$ cat src/rtl/aes_uart_pkg.sv
// Shared constants, packer state encoding and baud helper for the UART-to-AES byte path.
package aes_uart_pkg;

    localparam int BYTE_W          = 8;
    localparam int AES_BLOCK_BYTES = 16;
    localparam int AES_BLOCK_W     = BYTE_W * AES_BLOCK_BYTES;

    typedef enum logic {
        S_FILL = 1'b0,
        S_FULL = 1'b1
    } packer_state_t;

    function automatic int clks_per_bit(input int freq, input int baud);
        return freq / baud;
    endfunction

endpackage

$ cat src/rtl/uart_block_packer_if.sv
// Byte-stream input and block valid/ready output of the packer; master is the packer side.
interface uart_block_packer_if
    import aes_uart_pkg::*;
#(
    parameter int BLOCK_W = AES_BLOCK_W
);
    logic               i_rx_done;
    logic [BYTE_W-1:0]  i_rx_data;
    logic [BLOCK_W-1:0] o_block;
    logic               o_block_valid;
    logic               i_block_ready;

    modport master (
        input  i_rx_done,
        input  i_rx_data,
        input  i_block_ready,
        output o_block,
        output o_block_valid
    );

    modport slave (
        output i_rx_done,
        output i_rx_data,
        output i_block_ready,
        input  o_block,
        input  o_block_valid
    );
endinterface

$ cat src/rtl/uart_gap_timer.sv
// Idle-gap counter: counts enabled cycles, pulses expired on the terminal count and wraps.
module uart_gap_timer #(
    parameter int LIMIT = 1
) (
    input  logic clk,
    input  logic srst,
    input  logic clear,
    input  logic enable,
    output logic expired
);
    localparam int CW = (LIMIT > 0) ? $clog2(LIMIT + 1) : 1;
    localparam logic [CW-1:0] TERMINAL = CW'(LIMIT);

    logic [CW-1:0] cnt_reg;

    always_ff @(posedge clk) begin
        if (srst || clear) begin
            cnt_reg <= '0;
        end else if (enable) begin
            cnt_reg <= (cnt_reg == TERMINAL) ? '0 : cnt_reg + CW'(1);
        end
    end

    assign expired = enable && (cnt_reg == TERMINAL);

endmodule

$ cat src/rtl/uart_block_packer.sv
// Packs received UART bytes into AES blocks behind a one-deep output register.
// Define UART_BLOCK_PACKER_TIMEOUT_EN to discard partial blocks after an inter-byte idle gap.
module uart_block_packer
    import aes_uart_pkg::*;
#(
    parameter int CLOCK_FREQ    = 50_000_000,
    parameter int BAUD_RATE     = 9600,
    parameter int BLOCK_BYTES   = AES_BLOCK_BYTES,
    parameter int TIMEOUT_BYTES = 4
) (
    input  logic                             i_clk,
    input  logic                             i_rst,
    input  logic                             i_clear,
    uart_block_packer_if.master              bus,
    output logic [$clog2(BLOCK_BYTES+1)-1:0] o_byte_count,
    output logic                             o_overflow,
    output logic                             o_timeout
);
    localparam int BLOCK_W = BYTE_W * BLOCK_BYTES;
    localparam int CNT_W   = $clog2(BLOCK_BYTES + 1);
    localparam logic [CNT_W-1:0] LAST_IDX = CNT_W'(BLOCK_BYTES - 1);
    localparam logic [CNT_W-1:0] FULL_CNT = CNT_W'(BLOCK_BYTES);

    packer_state_t      state_reg, state_next;
    logic [BLOCK_W-1:0] asm_reg, asm_next, asm_shift;
    logic [BLOCK_W-1:0] block_reg, block_next;
    logic [CNT_W-1:0]   count_reg, count_next;
    logic               valid_reg, valid_next;
    logic               overflow_reg, overflow_next;
    logic               timeout_reg, timeout_next;
    logic               slot_free;
    logic               gap_expired;

    // Newest byte enters at the bottom so the first byte ends up in the top lane.
    for (genvar gi = 0; gi < BLOCK_BYTES; gi++) begin : g_shift
        if (gi == 0) begin : g_in
            assign asm_shift[BYTE_W-1:0] = bus.i_rx_data;
        end else begin : g_mv
            assign asm_shift[gi*BYTE_W +: BYTE_W] = asm_reg[(gi-1)*BYTE_W +: BYTE_W];
        end
    end

    assign slot_free = !valid_reg || bus.i_block_ready;

`ifdef UART_BLOCK_PACKER_TIMEOUT_EN
    localparam int GAP_LIMIT = TIMEOUT_BYTES * 10 * clks_per_bit(CLOCK_FREQ, BAUD_RATE) - 1;

    logic gap_enable;
    logic gap_clear;

    assign gap_enable = (state_reg == S_FILL) && (count_reg != '0) && (count_reg != FULL_CNT);
    assign gap_clear  = (state_reg == S_FILL) && (i_clear || bus.i_rx_done);

    uart_gap_timer #(
        .LIMIT (GAP_LIMIT)
    ) u_gap_timer (
        .clk     (i_clk),
        .srst    (i_rst),
        .clear   (gap_clear),
        .enable  (gap_enable),
        .expired (gap_expired)
    );
`else
    assign gap_expired = 1'b0;
`endif

    always_ff @(posedge i_clk) begin
        if (i_rst) begin
            state_reg    <= S_FILL;
            asm_reg      <= '0;
            count_reg    <= '0;
            block_reg    <= '0;
            valid_reg    <= 1'b0;
            overflow_reg <= 1'b0;
            timeout_reg  <= 1'b0;
        end else begin
            state_reg    <= state_next;
            asm_reg      <= asm_next;
            count_reg    <= count_next;
            block_reg    <= block_next;
            valid_reg    <= valid_next;
            overflow_reg <= overflow_next;
            timeout_reg  <= timeout_next;
        end
    end

    always_comb begin
        state_next    = state_reg;
        asm_next      = asm_reg;
        count_next    = count_reg;
        block_next    = block_reg;
        valid_next    = valid_reg && !bus.i_block_ready;
        overflow_next = 1'b0;
        timeout_next  = 1'b0;

        case (state_reg)
            S_FILL: begin
                if (i_clear) begin
                    count_next = '0;
                end else if (bus.i_rx_done) begin
                    asm_next = asm_shift;
                    if (count_reg == LAST_IDX) begin
                        if (slot_free) begin
                            block_next = asm_shift;
                            valid_next = 1'b1;
                            count_next = '0;
                        end else begin
                            state_next = S_FULL;
                            count_next = FULL_CNT;
                        end
                    end else begin
                        count_next = count_reg + CNT_W'(1);
                    end
                end else if (gap_expired) begin
                    count_next   = '0;
                    timeout_next = 1'b1;
                end
            end
            S_FULL: begin
                // Completed block is parked in asm; any byte now has nowhere to go.
                overflow_next = bus.i_rx_done;
                if (slot_free) begin
                    block_next = asm_reg;
                    valid_next = 1'b1;
                    count_next = '0;
                    state_next = S_FILL;
                end
            end
            default: begin
                state_next = S_FILL;
            end
        endcase
    end

    assign bus.o_block       = block_reg;
    assign bus.o_block_valid = valid_reg;
    assign o_byte_count      = count_reg;
    assign o_overflow        = overflow_reg;
    assign o_timeout         = timeout_reg;

endmodule
$ cat src/flat_wrapper.sv
// flat-port wrapper written by rule: the top's interface ports become plain ports
module uart_block_packer_flat import aes_uart_pkg::*;
#(
    parameter int CLOCK_FREQ    = 50_000_000,
    parameter int BAUD_RATE     = 9600,
    parameter int BLOCK_BYTES   = AES_BLOCK_BYTES,
    parameter int TIMEOUT_BYTES = 4
)
  (i_clk, i_rst, i_clear, o_byte_count, o_overflow, o_timeout, bus_i_rx_done, bus_i_rx_data, bus_i_block_ready, bus_o_block, bus_o_block_valid);
  uart_block_packer_if bus_i ();
  input  logic i_clk;
  input  logic i_rst;
  input  logic i_clear;
  output logic [$clog2(BLOCK_BYTES+1)-1:0] o_byte_count;
  output logic o_overflow;
  output logic o_timeout;
  input wire logic [$bits(bus_i.i_rx_done)-1:0] bus_i_rx_done;
  input wire logic [$bits(bus_i.i_rx_data)-1:0] bus_i_rx_data;
  input wire logic [$bits(bus_i.i_block_ready)-1:0] bus_i_block_ready;
  output wire logic [$bits(bus_i.o_block)-1:0] bus_o_block;
  output wire logic [$bits(bus_i.o_block_valid)-1:0] bus_o_block_valid;
  assign bus_i.i_rx_done = bus_i_rx_done;
  assign bus_i.i_rx_data = bus_i_rx_data;
  assign bus_i.i_block_ready = bus_i_block_ready;
  assign bus_o_block = bus_i.o_block;
  assign bus_o_block_valid = bus_i.o_block_valid;
  uart_block_packer #(.CLOCK_FREQ(CLOCK_FREQ), .BAUD_RATE(BAUD_RATE), .BLOCK_BYTES(BLOCK_BYTES), .TIMEOUT_BYTES(TIMEOUT_BYTES)) u_core (.i_clk(i_clk), .i_rst(i_rst), .i_clear(i_clear), .bus(bus_i), .o_byte_count(o_byte_count), .o_overflow(o_overflow), .o_timeout(o_timeout));
endmodule
$ cat config.mk
export PLATFORM = sky130hd
export DESIGN_NAME = uart_block_packer_flat
export DESIGN_NICKNAME = d
export VERILOG_FILES = /design/src/rtl/aes_uart_pkg.sv /design/src/rtl/uart_block_packer_if.sv /design/src/rtl/uart_gap_timer.sv /design/src/rtl/uart_block_packer.sv /design/src/flat_wrapper.sv
export SDC_FILE = /design/constraint.sdc
export NUM_CORES = 1
export LEC_CHECK = 0
export ABC_CLOCK_PERIOD_IN_PS = 1900
export CAP_MARGIN = 10
export CORE_UTILIZATION = 35
export CTS_BUF_LIST = sky130_fd_sc_hd__clkbuf_2 sky130_fd_sc_hd__clkbuf_4 sky130_fd_sc_hd__clkbuf_8
export CTS_CLUSTER_SIZE = 30
export DETAILED_ROUTE_END_ITERATION = 16
export PLACE_DENSITY = 0.55
export SYNTH_ARGS = -nofsm -noshare
export SYNTH_HDL_FRONTEND = slang
export SYNTH_HIERARCHICAL = 1
export SYNTH_SLANG_ARGS = --single-unit
export TNS_END_PERCENT = 30
$ cat constraint.sdc
create_clock -name i_clk -period 1.9 [get_ports i_clk]
set_input_delay 0.285 -clock i_clk [delete_from_list [all_inputs] [get_ports i_clk]]
set_output_delay 0.285 -clock i_clk [all_outputs]
set_load 0.01 [all_outputs]
==> results of run 1 <==
[layout make-up]
| class | instances | share of cell area (%) |
|---|---|---|
| multi-input cells | 805 | 35.9 |
| repair buffers | 200 | 15.9 |
| clock buffers | 77 | 6.75 |
| flip-flops and latches | 264 | 37.7 |
| clock inverters | 5 | 0.205 |
| inverters | 1 | 0.0267 |
| well taps | 390 | 3.48 |
[stage by stage]
step | instance area, sq um | hold WS (ps) | cells | setup WS (ps) | total power [W]
after floorplan | 10500 | 408 | 1187 | 151 | 0.00587
after global placement | 12600 | 441 | 1651 | -5.19 | 0.00602
after detailed placement | 12600 | 448 | 1651 | -83.9 | 0.00602
after CTS | 13500 | 192 | 1733 | 1.29 | 0.0114
after global routing | 14000 | 250 | 1742 | -28.8 | 0.0117
final | 14000 | 229 | 1742 | 38.3 | 0.0113
[final timing paths]
path                       endpoint  cells past startpoint              startpoint
max          u_core/bus.o_block[87]                      7  u_core/o_byte_count[1]
min          u_core/o_byte_count[0]                      2                   i_rst
max reg2reg  u_core/bus.o_block[87]                      7  u_core/o_byte_count[1]
min reg2reg     u_core/asm_reg[124]                      2     u_core/asm_reg[124]
[placed cells by master (no fill, tap or decap), types with 2 or more instances in the layout]
cell type and n:
sky130_fd_sc_hd__buf_12 23, sky130_fd_sc_hd__dfxtp_2 2, sky130_fd_sc_hd__clkdlybuf4s50_1 143, sky130_fd_sc_hd__clkbuf_8 60, sky130_fd_sc_hd__nor3_1 4, sky130_fd_sc_hd__o21ai_0 3, sky130_fd_sc_hd__dfxtp_1 261, sky130_fd_sc_hd__a211oi_2 60
sky130_fd_sc_hd__nand3b_1 2, sky130_fd_sc_hd__clkbuf_4 18, sky130_fd_sc_hd__a211oi_1 67, sky130_fd_sc_hd__dlygate4sd2_1 3, sky130_fd_sc_hd__nor2_1 5, sky130_fd_sc_hd__nand3_1 2, sky130_fd_sc_hd__buf_4 25, sky130_fd_sc_hd__a21oi_1 261
sky130_fd_sc_hd__clkbuf_16 3, sky130_fd_sc_hd__nand2_1 257, sky130_fd_sc_hd__mux2i_1 128, sky130_fd_sc_hd__clkinv_2 4
[cell families after synthesis]
family,count (synthesis)
AOI/OAI and AO/OA,396
and+or+nand+nor,279
DFF,264
muxes,128
buffers and inverters,118
adders and majority gates,1
other,1
[routing by layer]
layer	vias up	global-route usage (%)	part of all wire, %
li1	4450	-	-
met1	4301	26.5	49
met2	207	28.0	45
met3	32	3.25	4.6
met4	0	4.71	1.5
met5	-	0	0
[power by group through the flow]
stage	Clock [W]	Combinational [W]	Sequential, W
2_1_floorplan	0	0.000190	0.00568
3_3_place_gp	0	0.000338	0.00568
3_5_place_dp	0	0.000336	0.00568
4_1_cts	0.00553	0.000336	0.00556
5_1_grt	0.00581	0.000374	0.00556
6_report	0.00541	0.000345	0.00556
[repair_timing]
item	4_1_cts	5_1_grt
cloned	0	3
setup buffers	0	6
pin swaps	0	2
endpoints found under the setup margin	3	127
gates resized for setup	3	67
==> results by stage, run 1 <==
Setup path:
- The critical path contains buffers and inverters numbering 2 combined.
- STA classifies the critical path startpoint as a flip-flop.
- The critical path is of the reg2reg type.
- The highest fanout seen on the critical path is 21.
- The signal on the critical path passes through ha_2, and4b_1, a21o_4, and2_4, buf_4, clkbuf_16, a211oi_1.
- The largest incremental delay on the critical path is 340 ps.
- The arrival time reported for the critical path endpoint is 2330 ps.
- Grouping stages by cell kind, the critical path spends the most delay in compound AO/OA/AOI/OAI gates.
- The worst path required time is approximately 2400 ps.
- On the critical path, the stage with the largest delay is an instance of sky130_fd_sc_hd__dfxtp_2.
- The register-to-register setup slack is 40 ps.
- The worst setup path is captured at a flip-flop.

Die:
- about 150 I/O pins were placed.
- Measured along the y axis, the die boundary spans 175 um.
- Once the floorplan was initialized, standard cells occupied ~35% of the core.
- The floorplan has between 60 and 70 rows.
- The core outline area is 29600 sq um.
- Measured along the x axis, the die boundary spans 175 um.
- The die area is ~30000 sq um.

Clock tree:
- The clock tree from TritonCTS is done.
- The H-tree depth is 2.
- Clock tree synthesis inserted a total of between 40 and 50 buffers.
- The sink count of the clock tree is 264.
- In this run the deepest clock path goes through 3 buffers.
- Clock tree synthesis selected as its root buffer the cell sky130_fd_sc_hd__clkbuf_8.
- Clock-pin slew was measured on the worst setup and hold paths at 60 ps.
- The number of hold buffers added after CTS was 0.
- The clock reaches the later pin of the worst-skew pair after 550 ps.

Yosys:
- The Yosys step of the flow raised 6 warnings.
- After synthesis, the most frequently instantiated cells are sky130_fd_sc_hd__dfxtp_1 (264), sky130_fd_sc_hd__a21oi_1 (261), sky130_fd_sc_hd__nand2_1 (257), sky130_fd_sc_hd__a211oi_1 (128), sky130_fd_sc_hd__mux2i_1 (128).
- After synthesis, the largest family of logic cells by area is compound AO/OA/AOI/OAI gates.
- The synthesized net count is ~1.2k.
- The top flip-flop cell by instance count after synthesis is sky130_fd_sc_hd__dfxtp_1.
- The post-synthesis instance area is 10500 sq um.
- Synthesis handed over a netlist of roughly 1.2k instances.
- The mean area per synthesized cell is 8.86 sq um.
- The area fraction in and, or, nand and nor cells after synthesis is 10.4%.
- After Yosys synthesis, XOR and XNOR cells account for 0% of the synthesized area.
- Summed over all instances, the cell type with the most area after synthesis is sky130_fd_sc_hd__dfxtp_1.
- The area share of the leading cell type in the synthesized netlist is around half.
- After synthesis, the share of flip-flops with an asynchronous set or reset is 0%.
- The multiplexer share of the synthesized area is 12.2%.
- The count of different cell masters after synthesis is 29.
- Of the synthesized area, sequential elements account for between 50% and 60%.
- Summing the areas of all compound-gate instances in the mapped netlist gives 22.0% of the synthesized area.
- By area the synthesized netlist is led by sky130_fd_sc_hd__dfxtp_1 (50%), sky130_fd_sc_hd__a21oi_1 (12%), sky130_fd_sc_hd__mux2i_1 (12%), sky130_fd_sc_hd__nand2_1 (9.2%), sky130_fd_sc_hd__a211oi_1 (9.1%).
- The number of flops mapped to enable cells by yosys is 0.
- The leading cell type by number of instances after synthesis is sky130_fd_sc_hd__dfxtp_1.
- The synthesized flop and latch total is 264.
- The arithmetic-cell share of the synthesized area counting full adders, half adders and majority gates is 0.119%.

Route:
- After detailed routing, the number of remaining DRC violations is 0.
- The total number of vias is 8990.
- The total wire length after detailed routing is 29.6 mm.
- Dividing the detail-routed via count by the number of cells gives 5.16.
- After the first detailed-routing iteration, the DRC count stood at 675.
- The first detailed-routing pass ran for 7 iterations.
- In the final routed layout, each cell accounts on average for approximately 17 um.
- The count of nets left with antenna violations once routing finished came out at 0.

STA:
- Summed over all failing endpoints, the final setup total negative slack is 0 ps.
- The final max-slew violation count is 0.
- For this run, the top clock speed supported by timing is about 540 MHz.
- At the pin with the least slew margin, the transition time is 606 ps.
- The worst relative slew slack is 59.6%.
- The final-report hold violation count is 0.
- Between clock sinks in the finished design, the worst skew comes to 26.5 ps.
- Setup violations remaining at the end of the flow were counted as 0.
- Subtracting the final worst setup slack from the clock period gives 1860 ps.
- Dividing the final minimum period by the clock period gives 98.0%.
- Setup repair after global routing could not meet its margin everywhere.

Power and ir drop:
- The internal portion of the total power is slightly below 0.009 W.
- Of the total power, registers draw 49.1%.
- Power spread over the standard cell area amounts to 807 nW/um^2.
- The leakage power summed over all cells is 4.14 nW.
- The share of total power dissipated in the clock network is 47.8%.
- Combinational cells account for 3.1% of the total power.
- The worst vdd rail ir drop is 521 uV.
- For this design the total switching power over the nets is 0.00253 W.
- Of the total power, the share spent switching nets is 22.4%.

Cells and area:
- The count of antenna diodes in the layout is 0.
- After filler insertion, the fill cell instance count of the layout stands at 2882.
- From synthesis to final layout, the design area changed by 33.4%.
- The total area of multi-input combinational cells is roughly 5000 sq um.
- Measured on the finished design, the core utilization comes to 47.4%.
- The fraction of final layout cells with drive strength greater than 1 is 15.2%.
- At the end of the flow, the number of nets in the layout was 1331.
- The sequential cells in the finished layout cover a total of 5290 sq um.

Global route:
- Across every metal layer, demand over resource in global routing totals 18.3%.
- Entering global routing, the biggest net connects 82 pins.
- The number of global-route vias before repair is 8398.
- The wire length of the first global-routing pass is 46.1 mm.
- The overflow left after global routing is 0.
- The initial antenna violation count is 0.

Flow run:
- The number of maximum-capacitance violations is 0.

Worst hold path:
- The classification of the worst-slack hold path is in2reg.

Placement:
- The half-perimeter wire length of the detailed placement result is approximately 18 mm.
- During placement, the flow inserted port buffers numbering 147.
- At the end of routability-driven placement, the weighted congestion stood at 0.748.

Run status:
- The run finished with clean final reports.
Power figures use the tool's default switching activity.
==> run 2: changes to the inputs <==
--- a/config.mk
+++ b/config.mk
@@ -5,13 +5,14 @@
 export SDC_FILE = /design/constraint.sdc
 export NUM_CORES = 1
 export LEC_CHECK = 0
-export ABC_CLOCK_PERIOD_IN_PS = 1900
+export ABC_CLOCK_PERIOD_IN_PS = 1600
 export CAP_MARGIN = 10
 export CORE_UTILIZATION = 35
 export CTS_BUF_LIST = sky130_fd_sc_hd__clkbuf_2 sky130_fd_sc_hd__clkbuf_4 sky130_fd_sc_hd__clkbuf_8
 export CTS_CLUSTER_SIZE = 30
 export DETAILED_ROUTE_END_ITERATION = 16
-export PLACE_DENSITY = 0.55
+export PLACE_DENSITY = 0.57
+export SLEW_MARGIN = 20
 export SYNTH_ARGS = -nofsm -noshare
 export SYNTH_HDL_FRONTEND = slang
 export SYNTH_HIERARCHICAL = 1
==> constraint.sdc (replaced) <==
create_clock -name i_clk -period 1.6 [get_ports i_clk]
set_input_delay 0.32 -clock i_clk [delete_from_list [all_inputs] [get_ports i_clk]]
set_output_delay 0.32 -clock i_clk [all_outputs]
set_load 0.01 [all_outputs]
==> run 2 against run 1 <==
  * The run now ends with design-rule violations, negative setup slack left
  * First-iteration DRC count shrank 2.2%
  * Global-route usage rose by 0.32 points
  * Final area increased by 2.6%
  * Sequential cell count unchanged
  * Largest cell class is now multi-input gates
==> results by stage, run 2 (same netlist as run 1, synthesis figures left out) <==
Setup path:
- The register-to-register setup slack is -80 ps (-120 ps).
- The end of the worst register-to-register path is u_core/bus.o_block[91].
- The worst setup path is captured at a flip-flop.
- The logic depth of the worst register-to-register path is 6 (-1).
- The worst path required time came to 2040 ps (-320 ps).
- The type of origin of the critical path is a flip-flop.
- The startpoint identified for the worst register-to-register timing path is u_core/o_byte_count[0].
- By startpoint and endpoint, the worst setup path is classified as reg2reg.
- The highest fanout seen on the critical path was 16 (-24%).
- The arrival time reported for the critical path endpoint is 2120 ps (-210 ps).

Worst hold path:
- The instance count along the most critical hold path is 2 (unchanged).
- The path class of the tightest hold or removal check is in2reg.
- For hold timing, the worst endpoint is u_core/bus.o_block[127].
- In this run the most critical hold path is launched from i_rst.

Clock tree:
- The H-tree depth came to 2 (unchanged).
- The sink count of the clock tree is 264 (unchanged).
- The clock transition at the registers of the reported paths is 60 ps (about the same).
- The number of clock buffers inserted by TritonCTS is 47 (+4.4%).
- The clock latency on the worst-skew pair is 530 ps (-20 ps).
- The number of setup buffers added after CTS is 0 (unchanged).
- The clock tree from TritonCTS is done.
- The clock tree root driver cell is sky130_fd_sc_hd__clkbuf_8.
- The number of buffers on the longest clock path was 3 (unchanged).

Run status:
- The run finished, with violations left.
- The checks that failed: design-rule violations, negative setup slack.

STA:
- The highest attainable clock frequency is 595 MHz (+11%).
- The part of the cycle the worst path needs is 105% (+7.1 points).
- The final worst-path setup slack is -81.2 ps (-120 ps).
- The worst relative slew slack is 61.2% (+1.6 points).
- The final max-slew violation count is 0 (unchanged).
- The minimum period implied by the final worst setup slack is 1680 ps (-180 ps).
- The slew at the pin closest to its max-slew limit came to 582 ps (-23.4 ps).
- The final-report hold violation count came to 0 (unchanged).
- The post-route clock skew is 15.5 ps (-11.0 ps).
- Setup repair after global routing could not meet its margin everywhere.
- The number of setup violations in the final report is 92 (+92).

Die:
- The placement row count came to 63 (unchanged).
- The y dimension of the die is 175 um (unchanged).
- The die area is 30700 sq um (unchanged).
- The overall die width is 175 um (unchanged).
- The number of top-level design ports is 149 (unchanged).
- The core outline area is 29600 sq um (unchanged).
- The effective utilization at floorplan is 35.5% (unchanged).

Power and ir drop:
- The total design power is 0.0132 W (+17%).
- The total power density per cell area is 919 nW/um^2 (+14%).
- The leakage power summed over all cells is 4.94 nW (+19%).
- The worst vdd rail ir drop is 737 uV (+41%).

Flow run:
- The number of maximum-capacitance violations is 0 (unchanged).

Cells and area:
- In the layout the commonest cells are sky130_fd_sc_hd__dfxtp_1 (259), sky130_fd_sc_hd__nand2_1 (257), sky130_fd_sc_hd__a21oi_1 (233), sky130_fd_sc_hd__dlygate4sd2_1 (130), sky130_fd_sc_hd__mux2i_1 (128).
- The net count reported at finish is 1352 (+1.6%).
- The final core area utilization is 48.6% (+1.2 points).
- The final standard cell area without fillers is 14400 sq um (+2.6%).
- The library cell used most frequently in the layout, excluding fill and tap cells, is sky130_fd_sc_hd__dfxtp_1.
- The fraction of final layout cells with drive strength greater than 1 is 20.7% (+5.4 points).
- The area growth from synthesis to layout is 36.9%.
- The count of antenna diodes in the layout was 0 (unchanged).

Global route:
- The number of global-route vias before repair is 8457 (+0.70%).
- The wire length of the first global-routing pass is 46.5 mm (+0.94%).
- The overall global routing resource usage is 18.7% (+0.32 points).
- The initial antenna violation count was 0 (unchanged).
- The overflow left after global routing is 0 (unchanged).
- The maximum number of pins on one net before global-route repair came to 68 (-17%).

Placement:
- The standard cell area after detailed placement came to 12900 sq um (+2.6%).
- The count of port buffers added during placement is 147 (unchanged).
- The placer congestion estimate was 0.757 (+1.2%).
- The half-perimeter wire length of the detailed placement result is 18.3 mm (+4.3%).

Route:
- The number of vias per cell after detailed routing is 5.17 (+0.16%).
- The wire length per cell was 17.9 um (+5.4%).
- The number of DRC markers in iteration 0 is 660 (-2.2%).
- The number of remaining DRC errors was 2 (+2).
- The number of nets still failing antenna checks after routing came to 0 (unchanged).
- The total number of vias is 9072 (+0.91%).
- The total wire length after detailed routing is 31.4 mm (+6.2%).
- The number of detailed-route iterations in the first pass is 11 (+4).
run 2: cell types whose count changed in the layout (fill, tap and decap cells not counted), moves of 4 or more:
cell / previous run / this run
sky130_fd_sc_hd__a21oi_4: 0 / 4
sky130_fd_sc_hd__clkdlybuf4s50_1: 143 / 11
sky130_fd_sc_hd__a211oi_1: 67 / 40
sky130_fd_sc_hd__clkbuf_8: 60 / 54
sky130_fd_sc_hd__dlygate4sd2_1: 3 / 130
sky130_fd_sc_hd__a21oi_2: 0 / 24
sky130_fd_sc_hd__a21oi_1: 261 / 233
sky130_fd_sc_hd__buf_2: 0 / 4
sky130_fd_sc_hd__buf_12: 23 / 30
sky130_fd_sc_hd__a211oi_2: 60 / 87
run 2: repair_timing:
action / 4_1_cts / 5_1_grt
hold buffers: 0 / 0
pin swaps: 2 / 0
setup endpoints to repair: 262 / 130
cloned: 0 / 12
resized for setup: 159 / 106
run 2: final cells by class:
| class | count | area, sq um |
|---|---|---|
| clock buffers | 73 | 880 |
| well taps | 390 | 488 |
| flip-flops and latches | 264 | 5300 |
| inverters | 1 | 3.75 |
| repair buffers | 217 | 2340 |
| clock inverters | 3 | 42.5 |
| fillers | 2886 | 15200 |
| multi-input cells | 807 | 5350 |
run 2: worst max-delay path by stage:
stage,from,to,slack (ps)
after floorplan,u_core/o_byte_count[0],u_core/bus.o_block[116],-10
after global placement,bus_i_rx_done,u_core/o_byte_count[0],-430
after detailed placement,bus_i_rx_done,u_core/bus.o_block[102],-440
after CTS,u_core/o_byte_count[0],u_core/bus.o_block[26],-70
after global routing,u_core/o_byte_count[0],u_core/bus.o_block[71],-130
final,u_core/o_byte_count[0],u_core/bus.o_block[91],-80
run 2: critical path: stages, from the launching register on:
cell and delay [ps]:
sky130_fd_sc_hd__dfxtp_4 350, sky130_fd_sc_hd__ha_4 160, sky130_fd_sc_hd__and4b_1 200, sky130_fd_sc_hd__a21o_4 250, sky130_fd_sc_hd__and2_4 210, sky130_fd_sc_hd__clkbuf_16 210, sky130_fd_sc_hd__a211oi_1 210
run 2: layer usage:
layer | vias up | GRT usage, % | wire, um
met4 | 0 | 4.78 | 451
li1 | 4483 | - | -
met1 | 4327 | 26.3 | 14900
met2 | 229 | 29.5 | 14600
met5 | - | 0 | 0
met3 | 33 | 3.05 | 1420
run 2: through the flow:
stage | setup slack (ps) | setup TNS [ps] | hold slack [ps] | instances
4_1_cts | -73.6 | -3360 | 229 | 1743
5_1_grt | -126 | -10350 | 260 | 1755
3_5_place_dp | -444 | -92410 | 450 | 1667
6_report | -81.2 | -2620 | 262 | 1755
3_3_place_gp | -431 | -87770 | 442 | 1667
2_1_floorplan | -10.1 | -1040 | 436 | 1187
run 2: where the power goes:
| group | total [W] | switching, W | internal (W) |
|---|---|---|---|
| sequential | 0.00661 | 0.0000174 | 0.00659 |
| combinational | 0.000426 | 0.000296 | 0.000130 |
| clock | 0.00619 | 0.00259 | 0.00361 |
| total | 0.0132 | 0.00290 | 0.0103 |
